$ cat config.mk
export PLATFORM = sky130hd
export DESIGN_NAME = pipelined_control
export DESIGN_NICKNAME = d
export VERILOG_FILES = /design/src/rtl/pipelined_control.sv
export SDC_FILE = /design/constraint.sdc
export NUM_CORES = 1
export LEC_CHECK = 0
export CAP_MARGIN = 10
export CORE_UTILIZATION = 55
export CTS_CLUSTER_SIZE = 24
export DETAILED_ROUTE_END_ITERATION = 6
export DONT_BUFFER_PORTS = 1
export PLACE_DENSITY = 0.72
export SKIP_CTS_REPAIR_TIMING = 1
export SLEW_MARGIN = 10
export SYNTH_ARGS = -nofsm -noshare
export SYNTH_HDL_FRONTEND = slang
export SYNTH_SLANG_ARGS = --single-unit
$ cat constraint.sdc
create_clock -name clk -period 1.6 [get_ports clk]
set_clock_uncertainty 0.15 [all_clocks]
set_input_delay 0.32 -clock clk [delete_from_list [all_inputs] [get_ports clk]]
set_output_delay 0.32 -clock clk [all_outputs]
set_load 0.005 [all_outputs]
$ cat src/rtl/pipelined_control.sv
// WISC pipeline control unit: ID-stage decode, load-use hazard bubbles,
// downstream stall/flush handling and a sticky halt, registered into ID/EX.
//
// Ports:
//   clk, rst            rising-edge clock, synchronous active-high reset
//   id_valid            ID holds a valid instruction
//   id_opcode           instruction[15:12]
//   id_rd/id_rs/id_rt   register specifiers instruction[11:8]/[7:4]/[3:0]
//   ex_stall            EX cannot accept; ID/EX holds
//   flush               branch taken; instruction entering EX is killed
//   id_ready            ID instruction consumed this cycle (combinational)
//   ex_valid            EX slot holds a real instruction
//   ex_*                registered control bits, ALU op and destination
//   halted              sticky halt, cleared only by rst
module pipelined_control #(
    parameter int OPC_W    = 4,
    parameter int ALUOP_W  = 3,
    parameter int RADDR_W  = 4,
    parameter int ZERO_REG = 0
) (
    input  logic               clk,
    input  logic               rst,
    input  logic               id_valid,
    input  logic [OPC_W-1:0]   id_opcode,
    input  logic [RADDR_W-1:0] id_rd,
    input  logic [RADDR_W-1:0] id_rs,
    input  logic [RADDR_W-1:0] id_rt,
    input  logic               ex_stall,
    input  logic               flush,
    output logic               id_ready,
    output logic               ex_valid,
    output logic               ex_reg_write,
    output logic               ex_mem_write,
    output logic               ex_mem_to_reg,
    output logic               ex_alu_src,
    output logic               ex_mem,
    output logic               ex_modify,
    output logic               ex_branch,
    output logic               ex_branch_reg,
    output logic               ex_pcs,
    output logic               ex_halt,
    output logic [ALUOP_W-1:0] ex_alu_op,
    output logic [RADDR_W-1:0] ex_dst,
    output logic               halted
);

    typedef struct packed {
        logic               reg_write;
        logic               mem_write;
        logic               mem_to_reg;
        logic               alu_src;
        logic               mem;
        logic               modify;
        logic               branch;
        logic               branch_reg;
        logic               pcs;
        logic               halt;
        logic [ALUOP_W-1:0] alu_op;
    } ctrl_t;

    ctrl_t              dec;
    logic               use_rs;
    logic               use_rt;
    logic               use_rd;
    logic               op_ok;
    logic [3:0]         op4;

    logic               ex_valid_q, ex_valid_d;
    ctrl_t              ex_ctrl_q, ex_ctrl_d;
    logic [RADDR_W-1:0] ex_dst_q, ex_dst_d;
    logic               halted_q, halted_d;

    logic               dst_live;
    logic               src_hit;
    logic               hazard;

    // Opcode bits above [3:0] must be zero, otherwise the word is a NOP.
    assign op_ok = ((id_opcode >> 4) == '0);
    assign op4   = id_opcode[3:0];

    always_comb begin
        dec    = '0;
        use_rs = 1'b0;
        use_rt = 1'b0;
        use_rd = 1'b0;
        if (op_ok) begin
            case (op4)
                4'b0000, 4'b0001, 4'b0010,
                4'b0011, 4'b0111: begin
                    dec.reg_write = 1'b1;
                    dec.alu_op    = ALUOP_W'(op4[2:0]);
                    use_rs        = 1'b1;
                    use_rt        = 1'b1;
                end
                // Shifts/rotate: rt field is an immediate.
                4'b0100, 4'b0101, 4'b0110: begin
                    dec.reg_write = 1'b1;
                    dec.alu_op    = ALUOP_W'(op4[2:0]);
                    use_rs        = 1'b1;
                end
                4'b1000: begin
                    dec.reg_write  = 1'b1;
                    dec.mem_to_reg = 1'b1;
                    dec.alu_src    = 1'b1;
                    dec.mem        = 1'b1;
                    use_rs         = 1'b1;
                end
                // Store data comes from the rd field.
                4'b1001: begin
                    dec.mem_write = 1'b1;
                    dec.alu_src   = 1'b1;
                    dec.mem       = 1'b1;
                    use_rs        = 1'b1;
                    use_rd        = 1'b1;
                end
                // LLB/LHB read-modify-write rd.
                4'b1010, 4'b1011: begin
                    dec.modify    = 1'b1;
                    dec.reg_write = 1'b1;
                    use_rd        = 1'b1;
                end
                4'b1100: begin
                    dec.branch = 1'b1;
                end
                4'b1101: begin
                    dec.branch     = 1'b1;
                    dec.branch_reg = 1'b1;
                    use_rs         = 1'b1;
                end
                4'b1110: begin
                    dec.pcs       = 1'b1;
                    dec.reg_write = 1'b1;
                end
                default: begin
                    dec.halt = 1'b1;
                end
            endcase
        end
    end

    assign dst_live = (ex_dst_q != RADDR_W'(ZERO_REG));
    assign src_hit  = (use_rs && (id_rs == ex_dst_q))
                    | (use_rt && (id_rt == ex_dst_q))
                    | (use_rd && (id_rd == ex_dst_q));
    assign hazard   = id_valid & ex_valid_q & ex_ctrl_q.mem_to_reg
                    & dst_live & src_hit;

    // A flushed ID instruction is discarded, so fetch may advance.
    assign id_ready = flush
                    | (~rst & ~halted_q & ~ex_stall & ~hazard);

    always_comb begin
        ex_valid_d = ex_valid_q;
        ex_ctrl_d  = ex_ctrl_q;
        ex_dst_d   = ex_dst_q;
        halted_d   = halted_q
                   | (ex_valid_q & ex_ctrl_q.halt & ~ex_stall & ~flush);
        // Stall beats hazard: no bubble while held.
        if (flush || halted_q || (!ex_stall && hazard)) begin
            ex_valid_d = 1'b0;
            ex_ctrl_d  = '0;
            ex_dst_d   = '0;
        end else if (!ex_stall) begin
            ex_valid_d = id_valid;
            ex_ctrl_d  = id_valid ? dec : '0;
            ex_dst_d   = id_rd;
        end
    end

    always_ff @(posedge clk) begin
        if (rst) begin
            ex_valid_q <= 1'b0;
            ex_ctrl_q  <= '0;
            ex_dst_q   <= '0;
            halted_q   <= 1'b0;
        end else begin
            ex_valid_q <= ex_valid_d;
            ex_ctrl_q  <= ex_ctrl_d;
            ex_dst_q   <= ex_dst_d;
            halted_q   <= halted_d;
        end
    end

    assign ex_valid      = ex_valid_q;
    assign ex_reg_write  = ex_ctrl_q.reg_write;
    assign ex_mem_write  = ex_ctrl_q.mem_write;
    assign ex_mem_to_reg = ex_ctrl_q.mem_to_reg;
    assign ex_alu_src    = ex_ctrl_q.alu_src;
    assign ex_mem        = ex_ctrl_q.mem;
    assign ex_modify     = ex_ctrl_q.modify;
    assign ex_branch     = ex_ctrl_q.branch;
    assign ex_branch_reg = ex_ctrl_q.branch_reg;
    assign ex_pcs        = ex_ctrl_q.pcs;
    assign ex_halt       = ex_ctrl_q.halt;
    assign ex_alu_op     = ex_ctrl_q.alu_op;
    assign ex_dst        = ex_dst_q;
    assign halted        = halted_q;

endmodule
* After elaboration in Yosys (flattened, before gate mapping)
Cells that the tools add are included.
** Word-level totals
- Logic and storage cells :: 83
- Output and inout port bits :: 20
- Bits in registers :: 19
- Input port bits :: 21
** Operators by class
- Reductions and logical operators :: 19
- Equal/unequal tests :: 17
- Bitwise gates (word level) :: 19
- Multiplexer cells :: 14
** Operator list (count)
- equality test 4 bit (second input constant) :: 7
- equality test 4 x 3 -> 1 bit (second input constant) :: 4
- OR reduction 15 bit :: 1
- 2-to-1 mux 13 bit :: 1
- equality test 4 bit :: 3
- OR reduction 12 bit :: 1
- 2-to-1 mux 1 bit :: 11
- OR reduction 11 bit :: 1
- bitwise AND 1 bit :: 10
- equality test 4 x 2 -> 1 bit (second input constant) :: 2
- OR reduction 2 bit :: 4
- OR reduction 8 bit :: 1
- NOT 1 bit :: 5
- OR reduction 5 bit :: 1
- equality test 4 x 1 -> 1 bit (second input constant) :: 1
- logical AND 1 bit :: 4
- zero test 4 bit :: 1
- OR 1 bit :: 4
- nonzero test 4 bit :: 1
- 2-to-1 mux 3 bit :: 1
- OR reduction 3 bit :: 1
- logical OR 1 bit :: 2
- 2-to-1 mux 2 bit :: 1
- zero test 1 bit :: 1

* Longest topological paths before layout
Gate-level depths: netlist (run 1).
- Word-level depth :: 10
- Mapped depth :: 7

* Worst setup path before layout (run 1)
Ideal clock, no wire load.
- Kind :: input port to output port
- Start point :: in id_opcode[0]
- End point :: out id_ready
- Setup slack :: -0.189 ns
- Arrival time :: 1.319 ns
- Cell stages on the path :: 6
- Cells stage by stage :: buf_2 -> nor2_1 -> or3_4 -> nor4_4 -> o21bai_1 -> a21o_1
** On the way
- Cells in the longest elaborated chain, start to end :: 10
- Elaborated cells between the ends (all ways) :: 28
- Those cells by class :: 12 x eq/ne; 3 x mux; 6 x bitwise; 7 x reduce/logical
** RTL lines
- start: declaration :: RTL line 24 : input logic [OPC_W-1:0] id_opcode,
- equality test 4 bit (tied with other cells) :: RTL line 87 : case (op4)
- OR reduction 11 bit (no line) / OR reduction 5 bit (equally long branches)
- 2-to-1 mux 1 bit :: RTL line 87
- logical AND 1 bit, on equally long branches :: RTL line 142, 143
- OR 1 bit :: RTL line 143 : | (use_rt && (id_rt == ex_dst_q))
- OR 1 bit * :: RTL line 144 : | (use_rd && (id_rd == ex_dst_q));
- bitwise AND 1 bit * :: RTL line 146 : & dst_live & src_hit;
- NOT 1 bit * :: RTL line 150 : | (~rst & ~halted_q & ~ex_stall & ~hazard);
- bitwise AND 1 bit * :: RTL line 150
- OR 1 bit * :: RTL line 150
- end: declaration :: RTL line 30 : output logic id_ready,
Every way passes the cells marked *; elsewhere a longest branch is shown, timed or not.

* Worst setup path in the final report (run 1)
- Start point :: reg ex_dst_q[1] (netlist: ex_dst[1])
- End point :: out id_ready
** On the way
- Cells in the longest elaborated chain, start to end :: 8
- Elaborated cells between the ends (all ways) :: 14
- Those cells by class :: 3 x eq/ne; 7 x bitwise; 4 x reduce/logical
** RTL lines
- start: declaration :: RTL line 70 : logic [RADDR_W-1:0] ex_dst_q, ex_dst_d;
- start signal: assignment :: RTL line 179 : ex_dst_q <= ex_dst_d;
- equality test 4 bit, on equally long branches :: RTL line 142, 143
- logical AND 1 bit, on equally long branches :: RTL line 142, 143
- OR 1 bit :: RTL line 143
- OR 1 bit :: RTL line 144
- bitwise AND 1 bit * :: RTL line 146
- NOT 1 bit * :: RTL line 150
- bitwise AND 1 bit * :: RTL line 150
- OR 1 bit * :: RTL line 150
Marks and branches as above.

==> results.yml, run 1 <==
placement:
  placed_cells: 142
  io_buffers: 0
  gp_congestion: 0.7960
  pre_cts_ws_ps: -261.8
  placed_area_um2: 1100
  hpwl_um: 1565
sta:
  layout_min_cycle_time_ps: 2092
  setup_viol_count_final: 16
  maxSlewHeadroom_pct: 82.12
  setup_ws_ps: -492.4
  finalSetupTns_ps: -1502
  hold_viol_final: 0
  tightest_slew_ps: 265.7
  slew_viol_final: 0
  holdWs_ps: 14.03
  rsz0062_at_grt: "yes"
  post-route-period-util_pct: 130.8
  fmax_ghz: 0.4779
clock_tree:
  clk_latency_ps: 300
  cts_made_buffers: 3
  root_buffer: "clkbuf_4"
  htreeDepth: 1
  numClockSinks: 18
  clk_pin_slew_ps: 110
  cts_tree: "done"
  cts_buffer_depth: 2
power:
  p_int_mw: 0.6467
  pwr-share-seq_pct: 54.1
  p_per_area_nw_per_um2: 730.7
  comb_power_share_pct: 12.1
  totalPowerFinal_mw: 0.8540
  p_leak_nw: 0.4480
  clkPwrFrac_pct: 33.8
  vdd_drop_max_mv: 0.5823
  p_sw_mw: 0.2073
  switching_share_pct: 24.27
job:
  max-cap-violations: 0
yosys:
  yosys_warnings: 0
  synth-edff-count: 0
  synthArstFlopShare_pct: 0
  yosysSeqAreaShare_pct: 34.70
  synth.area.top_cells: "dfxtp_1 35%, xor2_1 10%, nor3_2 9.6%"
  netlist.area_leader.share_pct: 34.70
  ys_types: 35
  synth_fp_nets: 136
  synth_top_cell_by_area: "dfxtp_1"
  ys.flop_type: "dfxtp_1"
  synthCells: 115
  synth_area_um2: 1038
  synth_area_per_cell_um2: 9.030
  synth-seq-cells: 18
global_routing:
  grt_pass1_vias: 786
  grt_pass1_wl_um: 3484
  antenna_found_initial: 0
  overflow: 0
  grt.total_usage_pct: 24.28
  grt_max_degree: 32
hold_path:
  hold_path_class: "in2reg"
  hp-start: "ex_stall"
  min_delay_path_depth: 2
  hold_end: "ex_halt"
layout:
  layout-drive-gt1-share_pct: 29.51
  num_antenna_cells: 0
  final_cells: 147
  postLayoutCoreUtil_pct: 66.95
  final_nets: 144
  areaGrowthSynthToFinish_pct: 12.53
  finalInstanceArea_um2: 1169
  largest_register_ff_count: 4
worst_setup_path:
  timing.rr.start: "ex_dst[3]"
  critPathMaxFanout: 5
  r2r-end: "ex_alu_op[2]"
  cp-end-kind: "output pin"
  cp.required_ps: 1130
  max_stage_delay_ps: 380
  r2r_cells: 5
  path_cells: "xor2_1 -> nor4_2 -> a22o_1 -> o21bai_1 -> a21o_1"
  cp-start-kind: "register"
  crit_start: "ex_dst[1]"
  arrival_ps: 1620
  slowest_stage: "dfxtp_4"
  crit_type: "reg2out"
  rrSetupSlack_ps: -100
outcome:
  violations: "negative setup slack"
  outcome: "finished with violations"
route:
  drtIter0Drc: 15
  wl_per_cell_um: 14.79
  vias_per_cell: 5.626
  ant_nets: 0
  finalWirelength_um: 2174
  vias: 827
  post-route-drc-count: 0
  dr.pass1.iters: 4
die:
  num_rows: 15
  die_height_um: 45.46
  core_area_um2: 1745
  start_util_pct: 59.50
  die_w_um: 45.46
  ioPinCount: 41
  die-area_um2: 2066
## final cells by class
cell class	count	area [µm²]
multi-input cells	87	640.6
fillers	142	576.8
flip-flops and latches	18	367.9
repair buffers	11	85.08
clock buffers	4	36.28
well taps	25	31.28
inverters	2	7.507
## critical path, delay by kind of cell, from the launching register on
kind / cells / cell delay, ps
XOR/XNOR: 1 / 170
AND/OR/NAND/NOR: 1 / 290
flip-flops: 1 / 380
AO/OA/AOI/OAI: 3 / 480
## cell usage in the layout, fill, tap and decap left out, types with 4 or more instances in the layout
cell type	synthesis	final
dfxtp_1	18	14
xor2_1	12	12
nor3_2	10	12
nor3_1	13	11
a21oi_1	10	10
buf_4	1	10
nor2_1	9	9
mux2i_1	5	5
nand2_1	4	4
## per-layer routing
metal  vias to the layer above  track usage [%]  part of all wire [%]
met1                       374            30.12                    43
met2                        22            37.14                    50
li1                        426                -                     -
met4                         0            10.91                   1.7
met5                         -                0                     0
met3                         5            9.127                   6.0
## power groups by stage
| stage | sequential, mW | combinational (mW) | clock [mW] |
|---|---|---|---|
| after global routing | 0.463 | 0.114 | 0.315 |
| after CTS | 0.463 | 0.0993 | 0.300 |
| after detailed placement | 0.473 | 0.0983 | 0 |
| after floorplan | 0.473 | 0.0895 | 0 |
| after global placement | 0.473 | 0.0979 | 0 |
| final | 0.462 | 0.104 | 0.288 |
## Yosys cell counts (2+ instances only)
cell and instances:
a21oi_1 10, nor2_1 9, nor3_1 13, nor3_2 10, clkbuf_1 4, inv_1 2
mux2i_1 5, xor2_1 12, nand2_1 4, a22oi_1 2, dfxtp_1 18, nor4_1 3
## cells by family (layout without fill, tap and decap cells)
logic type,after synthesis,after routing,share of synthesized area (%)
mux,5,5,4.819
buf+inv,10,17,5.662
xor+xnor,12,12,10.12
flops,18,18,34.70
compound gates,19,19,12.05
simple gates,51,51,32.65
## how the worst max path moves through the flow
stage | endpoint | slack [ps] | depth (start not counted)
4_1_cts | id_ready | -620 | 5
5_1_grt | id_ready | -580 | 5
3_5_place_dp | id_ready | -260 | 5
3_3_place_gp | id_ready | -230 | 5
6_report | id_ready | -490 | 5
2_1_floorplan | id_ready | -140 | 5
Power figures use the tool's default switching activity.
==> run 2, diff against run 1 <==
--- a/config.mk
+++ b/config.mk
@@ -6,6 +6,7 @@
 export NUM_CORES = 1
 export LEC_CHECK = 0
 export CAP_MARGIN = 10
+export CORE_ASPECT_RATIO = 0.75
 export CORE_UTILIZATION = 55
 export CTS_CLUSTER_SIZE = 24
 export DETAILED_ROUTE_END_ITERATION = 6
==> results.yml, run 2 (same netlist as run 1, synthesis figures left out) <==
outcome:
  outcome: "finished with violations"
  violations: "negative setup slack"
clock_tree:
  numClockSinks: 18
  clk_pin_slew_ps: 100
  cts_tree: "done"
  clk_latency_ps: 290
  root_buffer: "clkbuf_4"
  cts_made_buffers: 3
  htreeDepth: 1
  cts_buffer_depth: 2
sta:
  hold_viol_final: 0
  setup_ws_ps: -559.3
  tightest_slew_ps: 286.7
  maxSlewHeadroom_pct: 80.71
  setup_viol_count_final: 16
  slew_viol_final: 0
  post-route-period-util_pct: 135.0
  fmax_ghz: 0.4631
  holdWs_ps: 26.09
  finalSetupTns_ps: -2335
  layout_min_cycle_time_ps: 2159
  rsz0062_at_grt: "yes"
route:
  dr.pass1.iters: 4
  drtIter0Drc: 20
  post-route-drc-count: 0
  finalWirelength_um: 2300
  vias_per_cell: 5.972
  wl_per_cell_um: 15.97
  vias: 860
  ant_nets: 0
die:
  die_height_um: 39.63
  core_area_um2: 1757
  die_w_um: 52.18
  ioPinCount: 41
  start_util_pct: 59.12
  die-area_um2: 2068
  num_rows: 13
worst_setup_path:
  r2r-end: "ex_dst[3]"
  rrSetupSlack_ps: -140
  arrival_ps: 1690
  timing.rr.start: "ex_dst[1]"
  crit_start: "ex_dst[1]"
  cp.required_ps: 1130
  cp-start-kind: "register"
  critPathMaxFanout: 5
  cp-end-kind: "output pin"
  crit_type: "reg2out"
  r2r_cells: 5
layout:
  areaGrowthSynthToFinish_pct: 11.33
  postLayoutCoreUtil_pct: 65.81
  final_cell_mix: "16 x dfxtp_1, 13 x nor3_1, 12 x xor2_1"
  fillers: 139
  largest_register_ff_count: 4
  layout-drive-gt1-share_pct: 27.05
  num_antenna_cells: 0
  final_common_cell: "dfxtp_1"
  final_nets: 144
hold_path:
  hold_path_class: "in2reg"
  hp-start: "ex_stall"
  min_delay_path_depth: 2
  hold_end: "ex_halt"
global_routing:
  grt_pass1_vias: 805
  grt_pass1_wl_um: 3636
  antenna_found_initial: 0
  overflow: 0
  grt.total_usage_pct: 24.83
  grt_max_degree: 32
power:
  vdd_drop_max_mv: 0.5492
  p_leak_nw: 0.4449
  p_per_area_nw_per_um2: 733.3
placement:
  hpwl_um: 1622
  io_buffers: 0
  gp_congestion: 0.8119
job:
  max-cap-violations: 0
==> run 2: cell counts in the layout (fill, tap and decap cells not counted) <==
No cell type changed its count.
==> run 2: cell type report <==
class | count | area, µm² | share of cell area [%]
Multi-Input combinational cell | 87 | 636.9 | 55.09
Sequential cell | 18 | 362.8 | 31.39
Inverter | 2 | 7.507 | 0.6493
Tap cell | 22 | 27.53 | 2.381
Timing Repair Buffer | 11 | 85.08 | 7.359
Clock buffer | 4 | 36.28 | 3.139
==> run 2: report_power, final <==
| group | switching (mW) | internal [mW] | total [mW] |
|---|---|---|---|
| Sequential | 0.00829 | 0.455 | 0.463 |
| Clock | 0.140 | 0.139 | 0.278 |
| Combinational | 0.0522 | 0.0539 | 0.106 |
==> run 2: routing by layer <==
layer / track usage, % / vias up / part of all wire, % / wire length (µm)
met1: 32.27 / 393 / 48 / 1101
met2: 36.22 / 34 / 44 / 1006
met5: 0 / - / 0 / 0
met4: 9.211 / 0 / 1.6 / 36
li1: - / 427 / - / -
met3: 10.47 / 6 / 6.8 / 157
==> run 2: worst max-delay path by stage <==
| stage | endpoint | slack [ps] | depth (start not counted) |
|---|---|---|---|
| after detailed placement | id_ready | -240 | 5 |
| after CTS | id_ready | -600 | 5 |
| after global routing | id_ready | -660 | 5 |
| final | id_ready | -560 | 5 |
| after global placement | id_ready | -230 | 5 |
| after floorplan | id_ready | -140 | 5 |
==> run 2: worst max-delay path, stage by stage (launching register included) <==
cell and delay [ps]:
dfxtp_1 380, xor2_1 190, nor4_2 290, a22o_1 220, o21bai_1 110, a21o_1 200
==> run 2: through the flow <==
stage	setup WS (ps)	total power [mW]	instance area (µm²)	instances
after floorplan	-135.8	0.5625	1051	115
after global placement	-230.1	0.5710	1096	139
after detailed placement	-240.2	0.5719	1096	139
after CTS	-598.2	0.8488	1132	143
after global routing	-655.3	0.8929	1156	144
final	-559.3	0.8477	1156	144
==> run 3, diff against run 2 <==
--- a/config.mk
+++ b/config.mk
@@ -7,11 +7,11 @@
 export LEC_CHECK = 0
 export CAP_MARGIN = 10
 export CORE_ASPECT_RATIO = 0.75
-export CORE_UTILIZATION = 55
+export CORE_UTILIZATION = 30
 export CTS_CLUSTER_SIZE = 24
 export DETAILED_ROUTE_END_ITERATION = 6
 export DONT_BUFFER_PORTS = 1
-export PLACE_DENSITY = 0.72
+export PLACE_DENSITY = 0.44
 export SKIP_CTS_REPAIR_TIMING = 1
 export SLEW_MARGIN = 10
 export SYNTH_ARGS = -nofsm -noshare
==> results.yml, run 3 (same netlist as run 1, synthesis figures left out) <==
outcome:
  outcome: "finished with violations"
  violations: "negative setup slack"
layout:
  final_cells: 164
  fillers: 355
  final_nets: 147
  largest_register_ff_count: 4
  num_antenna_cells: 0
  final_common_cell: "dfxtp_1"
  final_cell_mix: "14 x dfxtp_1, 13 x nor3_1, 12 x xor2_1, 12 x buf_4"
  layout-drive-gt1-share_pct: 29.03
  areaGrowthSynthToFinish_pct: 16.51
  seqCellArea_um2: 365.4
  multi_input_area_um2: 645.6
global_routing:
  grt_pass1_wl_um: 4050
  antenna_found_initial: 0
  overflow: 0
  grt.total_usage_pct: 14.37
  grt_pass1_vias: 791
  grt_max_degree: 32
clock_tree:
  cts_buffer_depth: 2
  htreeDepth: 1
  root_buffer: "clkbuf_8"
  numClockSinks: 18
  cts_tree: "done"
  cts_made_buffers: 3
  clk_latency_ps: 260
  clk_pin_slew_ps: 70
worst_setup_path:
  cp.required_ps: 1130
  cp-start-kind: "register"
  cp-end-kind: "output pin"
  crit_type: "reg2out"
  critPathMaxFanout: 5
  arrival_ps: 1580
die:
  num_rows: 18
  die_w_um: 69.94
  start_util_pct: 31.58
  ioPinCount: 41
  die-area_um2: 3703
  core_area_um2: 3288
  die_height_um: 52.96
placement:
  gp_congestion: 0.8908
  hpwl_um: 1864
  io_buffers: 0
  placed_cells: 157
hold_path:
  hold_path_class: "in2reg"
route:
  drtIter0Drc: 35
  post-route-drc-count: 0
  vias: 848
  dr.pass1.iters: 4
  finalWirelength_um: 2693
  wl_per_cell_um: 16.42
  ant_nets: 0
  vias_per_cell: 5.171
sta:
  tightest_slew_ps: 306.7
  hold_viol_final: 0
  fmax_ghz: 0.4890
  setup_ws_ps: -445.1
  holdWs_ps: 71.99
  slew_viol_final: 0
  setup_viol_count_final: 16
  post-route-period-util_pct: 127.8
  rsz0062_at_grt: "yes"
  maxSlewHeadroom_pct: 79.27
  layout_min_cycle_time_ps: 2045
power:
  vdd_drop_max_mv: 0.3677
  p_per_area_nw_per_um2: 734.5
  p_leak_nw: 0.4607
job:
  max-cap-violations: 0
-- run 3: cell count changes in the layout (fill, tap and decap cells not counted), sizes merged --
cell    change
buf         +2
clkbuf      -1
o21a        +1
-- run 3: area by class of cell --
type	count	share of cell area (%)
well taps	40	4.137
inverters	2	0.6205
repair buffers	13	8.273
flip-flops and latches	18	30.20
multi-input cells	88	53.36
clock buffers	3	3.413
-- run 3: worst max-delay path: stages (launching register included) --
cell and delay, ps:
dfxtp_2 350, xor2_1 160, nor4_1 300, a22o_1 220, o21bai_1 90, a21o_1 200
-- run 3: path summary, 6_finish.rpt --
check                                from             to  slack [ps]  cells past startpoint
worst min register to register     ex_pcs         ex_pcs         380                      2
worst max register to register  ex_dst[3]  ex_branch_reg        -120                      6
worst min-delay path             ex_stall         ex_pcs          70                      2
worst max-delay path            ex_dst[2]       id_ready        -450                      5
-- run 3: metrics by stage --
step           instance area, µm²  utilization, %  setup slack (ps)  total power, mW  setup TNS [ps]
5_1_grt                      1210           36.80            -539.8           0.9386           -3164
3_5_place_dp                 1119           34.02            -229.8           0.5742           -1995
4_1_cts                      1160           35.27            -530.4           0.9025           -2575
3_3_place_gp                 1119           34.02            -231.3           0.5740           -1897
6_report                     1210           36.80            -445.1           0.8886           -2007
2_1_floorplan                1051               -            -135.8           0.5625          -708.1
-- run 3: routing by layer --
metal	wire length [µm]	share of wire, %	track usage, %	up-vias
li1	-	-	-	437
met5	0	0	0	-
met2	1150	43	20.51	20
met4	7	0.26	2.000	0
met3	222	8.2	6.286	2
met1	1312	49	20.11	389
-- run 3: power by group --
part | internal (mW) | switching (mW) | total [mW]
Combinational | 0.0551 | 0.0522 | 0.107
Clock | 0.167 | 0.150 | 0.317
Sequential | 0.456 | 0.00845 | 0.464
Total | 0.678 | 0.211 | 0.889
==> edit 1 (config.mk and constraints of run 2) <==
Reset style: asynchronous (`rst`), changed in one clocked block. Comments in the files are not updated.
--- a/src/rtl/pipelined_control.sv
+++ b/src/rtl/pipelined_control.sv
@@ -167,7 +167,7 @@
         end
     end
 
-    always_ff @(posedge clk) begin
+    always_ff @(posedge clk or posedge rst) begin
         if (rst) begin
             ex_valid_q <= 1'b0;
             ex_ctrl_q  <= '0;
Check against the original RTL: differs if rst is asserted again (counterexample within 4 cycles, from zero or initial values and one cycle with rst high); with rst held inactive, the same outputs for 10 cycles.
==> edit 1 against run 2 <==
The flow still finishes with violations (setup timing); hold slack got worse by 0.0064 ns; sequential power increased by 5.2%; routed wire length increased by 36%; final area increased by 20%; sequential cell count unchanged; area after synthesis increased by 0.72%; combinational power increased by 71%; total power increased by 12%; worst setup slack got worse by 0.10 ns; maximum frequency decreased by 4.5%; critical path type unchanged; largest cell class unchanged; largest power group unchanged.
==> edit 1: results (changes against run 2) <==
status:
  outcome: "complete, but fails checks"
  violations: "setup timing"
place:
  routabilityCongestion: 0.843  # +3.8%
  dp_hpwl_mm: 2.11  # +30%
  place_area_mm2: 0.00120  # +9.6%
  post-place-ws_ns: -0.437  # -0.197 ns
grt:
  grt_pass1_wl_mm: 4.14  # +14%
  grt_max_degree: 19  # -41%
  grt_pass1_vias: 870  # +8.1%
  grt_usage_pct: 29.2  # +4.3 points
layout:
  drive_above_1_share_pct: 39.8  # +13 points
  fill_cells: 110  # -21%
  finalNetCount: 150  # +4.2%
  largest_register_ff_count: 4  # unchanged
synth:
  synth-seq-area-share_pct: 43.1  # +8.4 points
  ys_async_sr_fraction_pct: 100  # +100 points
  ys_types: 29  # -17%
  yosysTopAreaCell: "dfrtp_1"
  yosys-top-cells-count: "dfrtp_1 (18), a22o_1 (12), xor2_1 (12)"
  yosys-top-cells-area: "dfrtp_1 (43%), a22o_1 (10%), xor2_1 (10%)"
detailed_routing:
  vias: 995  # +16%
  wl_per_cell_um: 20.8  # +30%
sta:
  slew_headroom_pct: 65.4  # -15 points
  setup_violations: 17  # +1
  post-route-worst-setup-slack_ns: -0.662  # -0.102 ns
pwr:
  peakVddDrop_uv: 687  # +25%
  power_leakage_nw: 0.655  # +47%
clock_tree:
  htreeDepth: 1  # unchanged
worst_setup_path:
  cp_data_arrival_time_ns: 1.79  # +0.10 ns
==> edit 1: changes by cell type in the layout (fill, tap and decap cells not counted), moves of 4 or more <==
cell / change
a21oi_1: -9
dfrtp_2: +4
mux2i_1: -5
dfrtp_1: +14
buf_4: +15
a32o_1: +5
nor3_1: -9
dfxtp_1: -16
a22o_1: +11
nor3_2: -9
==> edit 1: area by class of cell <==
cell class | instances | share of cell area [%]
well taps | 22 | 1.98
inverters | 5 | 1.35
clock buffers | 4 | 2.61
multi-input cells | 72 | 44.1
flip-flops and latches | 18 | 32.8
repair buffers | 29 | 17.2
==> edit 1: per-stage QoR <==
stage	util, %	setup TNS [ns]	instances	hold slack, ns
floorplan	-	-2.49	104	0.109
global placement	68.4	-5.52	139	0.0895
detailed placement	68.4	-5.93	139	0.0929
CTS	70.4	-6.60	143	-0.241
global route	79.1	-7.44	150	0.0196
finish	79.1	-6.38	150	0.0197
==> edit 1: cell families after synthesis <==
kind of cell	Yosys count	share of synthesized area, %
DFF	18	43.1
AOI/OAI and AO/OA	26	22.7
xor gates and xnor gates	12	10.0
buffers and inverters	14	6.70
and+or+nand+nor	34	17.5
==> edit 1: critical path: stages (launching register included) <==
cell and delay (ns):
dfrtp_2 0.48, xor2_2 0.17, nor4_2 0.31, a22o_1 0.23, nand2_2 0.08, a31o_2 0.21
==> edit 1: final timing paths <==
path / startpoint / end / slack, ns / cells after the start
min: id_rd[3] / ex_dst[3] / 0.02 / 1
max in group asynchronous: rst / ex_dst[0] / 0.75 / 3
min in group asynchronous: rst / ex_halt / 0.32 / 3
max reg2reg: ex_dst[0] / ex_dst[1] / -0.56 / 8
min reg2reg: ex_reg_write / ex_reg_write / 0.39 / 1
max: ex_dst[1] / id_ready / -0.66 / 5
==> edit 1: report_power, final <==
group	internal (W)	leakage (nW)	switching (W)
combinational	0.0000934	0.393	0.0000875
sequential	0.000469	0.241	0.0000188
clock	0.000139	0.0210	0.000145
total	0.000701	0.655	0.000251
==> edit 1: metal layers <==
| layer | GRT usage (%) | routed length (um) |
|---|---|---|
| met4 | 11.8 | 83 |
| met2 | 42.4 | 1420 |
| met5 | 0 | 0 |
| met3 | 9.69 | 397 |
| met1 | 39.3 | 1230 |
==> edit 2 (config.mk and constraints of run 2) <==
Without the edit above. The parameter `OPC_W` goes from 4 to 5.
--- a/src/rtl/pipelined_control.sv
+++ b/src/rtl/pipelined_control.sv
@@ -13,7 +13,7 @@
 //   ex_*                registered control bits, ALU op and destination
 //   halted              sticky halt, cleared only by rst
 module pipelined_control #(
-    parameter int OPC_W    = 4,
+    parameter int OPC_W    = 5,
     parameter int ALUOP_W  = 3,
     parameter int RADDR_W  = 4,
     parameter int ZERO_REG = 0
Interface: changed (resized id_opcode); port bits go from 41 to 42. No check against the original RTL was run, so the function may have changed too.
==> edit 2 against run 2 <==
The flow still finishes with violations (setup timing); sequential cell count unchanged; register-to-register slack got worse by 0.42 ns; routed wire length rose by 16%; total power fell by 6.4%; sequential power shrank 0.9%; worst setup slack lost 0.082 ns; non-clock buffer count rose by 10; final area is 7.7% higher; sequential share of layout area decreased by 1.7 points; area after synthesis down 8.6%; largest cell class unchanged.
==> edit 2: results (changes against run 2) <==
worst_setup_path:
  cpMaxStageDelayCell: "dfxtp_4"
  cp_data_arrival_time_ns: 1.77  # +0.08 ns
  crit_path_max_incr_delay_ns: 0.38  # about the same
grt:
  grt_max_degree: 24  # -25%
  grt_usage_pct: 28.8  # +4.0 points
  grt_pass1_wl_mm: 3.98  # +9.5%
  grt_pass1_vias: 856  # +6.3%
  antenna_found_initial: 0  # unchanged
place:
  dp_hpwl_mm: 1.86  # +15%
  place_area_mm2: 0.00107  # -2.3%
  routabilityCongestion: 0.800  # -1.5%
  io_buffers: 0  # unchanged
  post-place-ws_ns: -0.311  # -0.0711 ns
synth:
  yosys_warnings: 0  # unchanged
  synth_nets: 129  # -5.1%
  yosys-top-cells-count: "nor3_1 (19), dfxtp_1 (18), xor2_1 (10)"
  ys_async_sr_fraction_pct: 0  # unchanged
  ys_types: 31  # -11%
  yosys-top-cells-area: "dfxtp_1 (38%), nor3_1 (10%), xor2_1 (9.2%)"
  ys.flop_type: "dfxtp_1"
  synth-seq-area-share_pct: 37.9  # +3.2 points
pwr:
  power_leakage_nw: 0.474  # +6.5%
  peakVddDrop_uv: 500  # -8.9%
  p_int_w: 0.000594  # -8.3%
layout:
  largest_register_ff_count: 4  # unchanged
  finalNetCount: 148  # +2.8%
  drive_above_1_share_pct: 37.1  # +10 points
  insertedDiodeCount: 0  # unchanged
clock_tree:
  htreeDepth: 1  # unchanged
  cts_buffers: 3  # unchanged
  clk_path_buf_depth: 2  # unchanged
  clkSlewWorstSetupHoldPaths_ns: 0.09
  clock_latency_ns: 0.29  # about the same
status:
  outcome: "complete, but fails checks"
  violations: "setup timing"
detailed_routing:
  routed_via_density: 6.41  # +7.3%
  drt_first_pass_iters: 4  # unchanged
  drt_iter0_markers: 19  # -5.0%
  routed_wl_mm: 2.67  # +16%
sta:
  tightest_slew_ns: 0.370  # +0.0833 ns
  post-route-worst-setup-slack_ns: -0.641  # -0.0818 ns
  setup_violations: 18  # +2
min_path:
  hp-class: "in2reg"
-- edit 2: changes by cell type after synthesis, sizes merged, moves of 3 or more --
cell / change
a21oi: -6
inv: +4
a22oi: +3
nor3: -4
nor2: -3
-- edit 2: path summary, 6_finish.rpt --
| check | startpoint | end | slack, ns | depth (start not counted) |
|---|---|---|---|---|
| worst min-delay path | ex_stall | ex_branch | 0.09 | 2 |
| worst max-delay path | ex_dst[3] | id_ready | -0.64 | 5 |
| worst min register to register | ex_reg_write | ex_reg_write | 0.43 | 2 |
| worst max register to register | ex_dst[3] | ex_dst[1] | -0.56 | 7 |
-- edit 2: power groups by stage --
stage	combinational [W]	sequential, W	clock [W]
after global routing	0.000117	0.000460	0.000242
after global placement	0.0000903	0.000471	0
after floorplan	0.0000738	0.000471	0
after CTS	0.0000937	0.000461	0.000230
final	0.000109	0.000459	0.000224
after detailed placement	0.0000929	0.000471	0
-- edit 2: cell type report --
| type | count | area (um^2) |
|---|---|---|
| multi-input cells | 76 | 633 |
| flip-flops and latches | 18 | 369 |
| fillers | 99 | 302 |
| repair buffers | 21 | 171 |
| well taps | 21 | 26.3 |
| clock buffers | 3 | 22.5 |
| inverters | 6 | 22.5 |
-- edit 2: per-layer routing --
layer | share of wire [%] | vias to the layer above | wire, um | track usage [%]
met1 | 41 | 438 | 1110 | 34.7
met4 | 1.2 | 0 | 32 | 8.57
met2 | 47 | 54 | 1260 | 48.7
met3 | 10 | 6 | 268 | 10.3
li1 | - | 431 | - | -
met5 | 0 | - | 0 | 0
-- edit 2: worst reg2reg max path: cells and delay by family (launching register included) --
family                    cells  cell delay, ns
xor gates and xnor gates      1            0.18
AOI/OAI and AO/OA             2            0.74
DFF                           1            0.38
buffers and inverters         2            0.40
and+or+nand+nor               2            0.20
-- edit 2: metrics by stage --
stage	utilization, %	setup TNS, ns	std cells
after floorplan	-	-3.55	107
after global placement	69.3	-4.00	138
after detailed placement	69.3	-5.26	138
after CTS	70.7	-5.86	141
after global routing	80.5	-10.49	145
final	80.5	-9.75	145
-- edit 2: cell families after synthesis --
| group | synth area share, % |
|---|---|
| XOR/XNOR | 11.1 |
| multiplexers | 5.27 |
| flip-flops | 37.9 |
| AO/OA/AOI/OAI | 18.6 |
| adder cells (fa/ha/maj) | 1.05 |
| AND/OR/NAND/NOR | 19.4 |
| buffers and inverters | 6.72 |
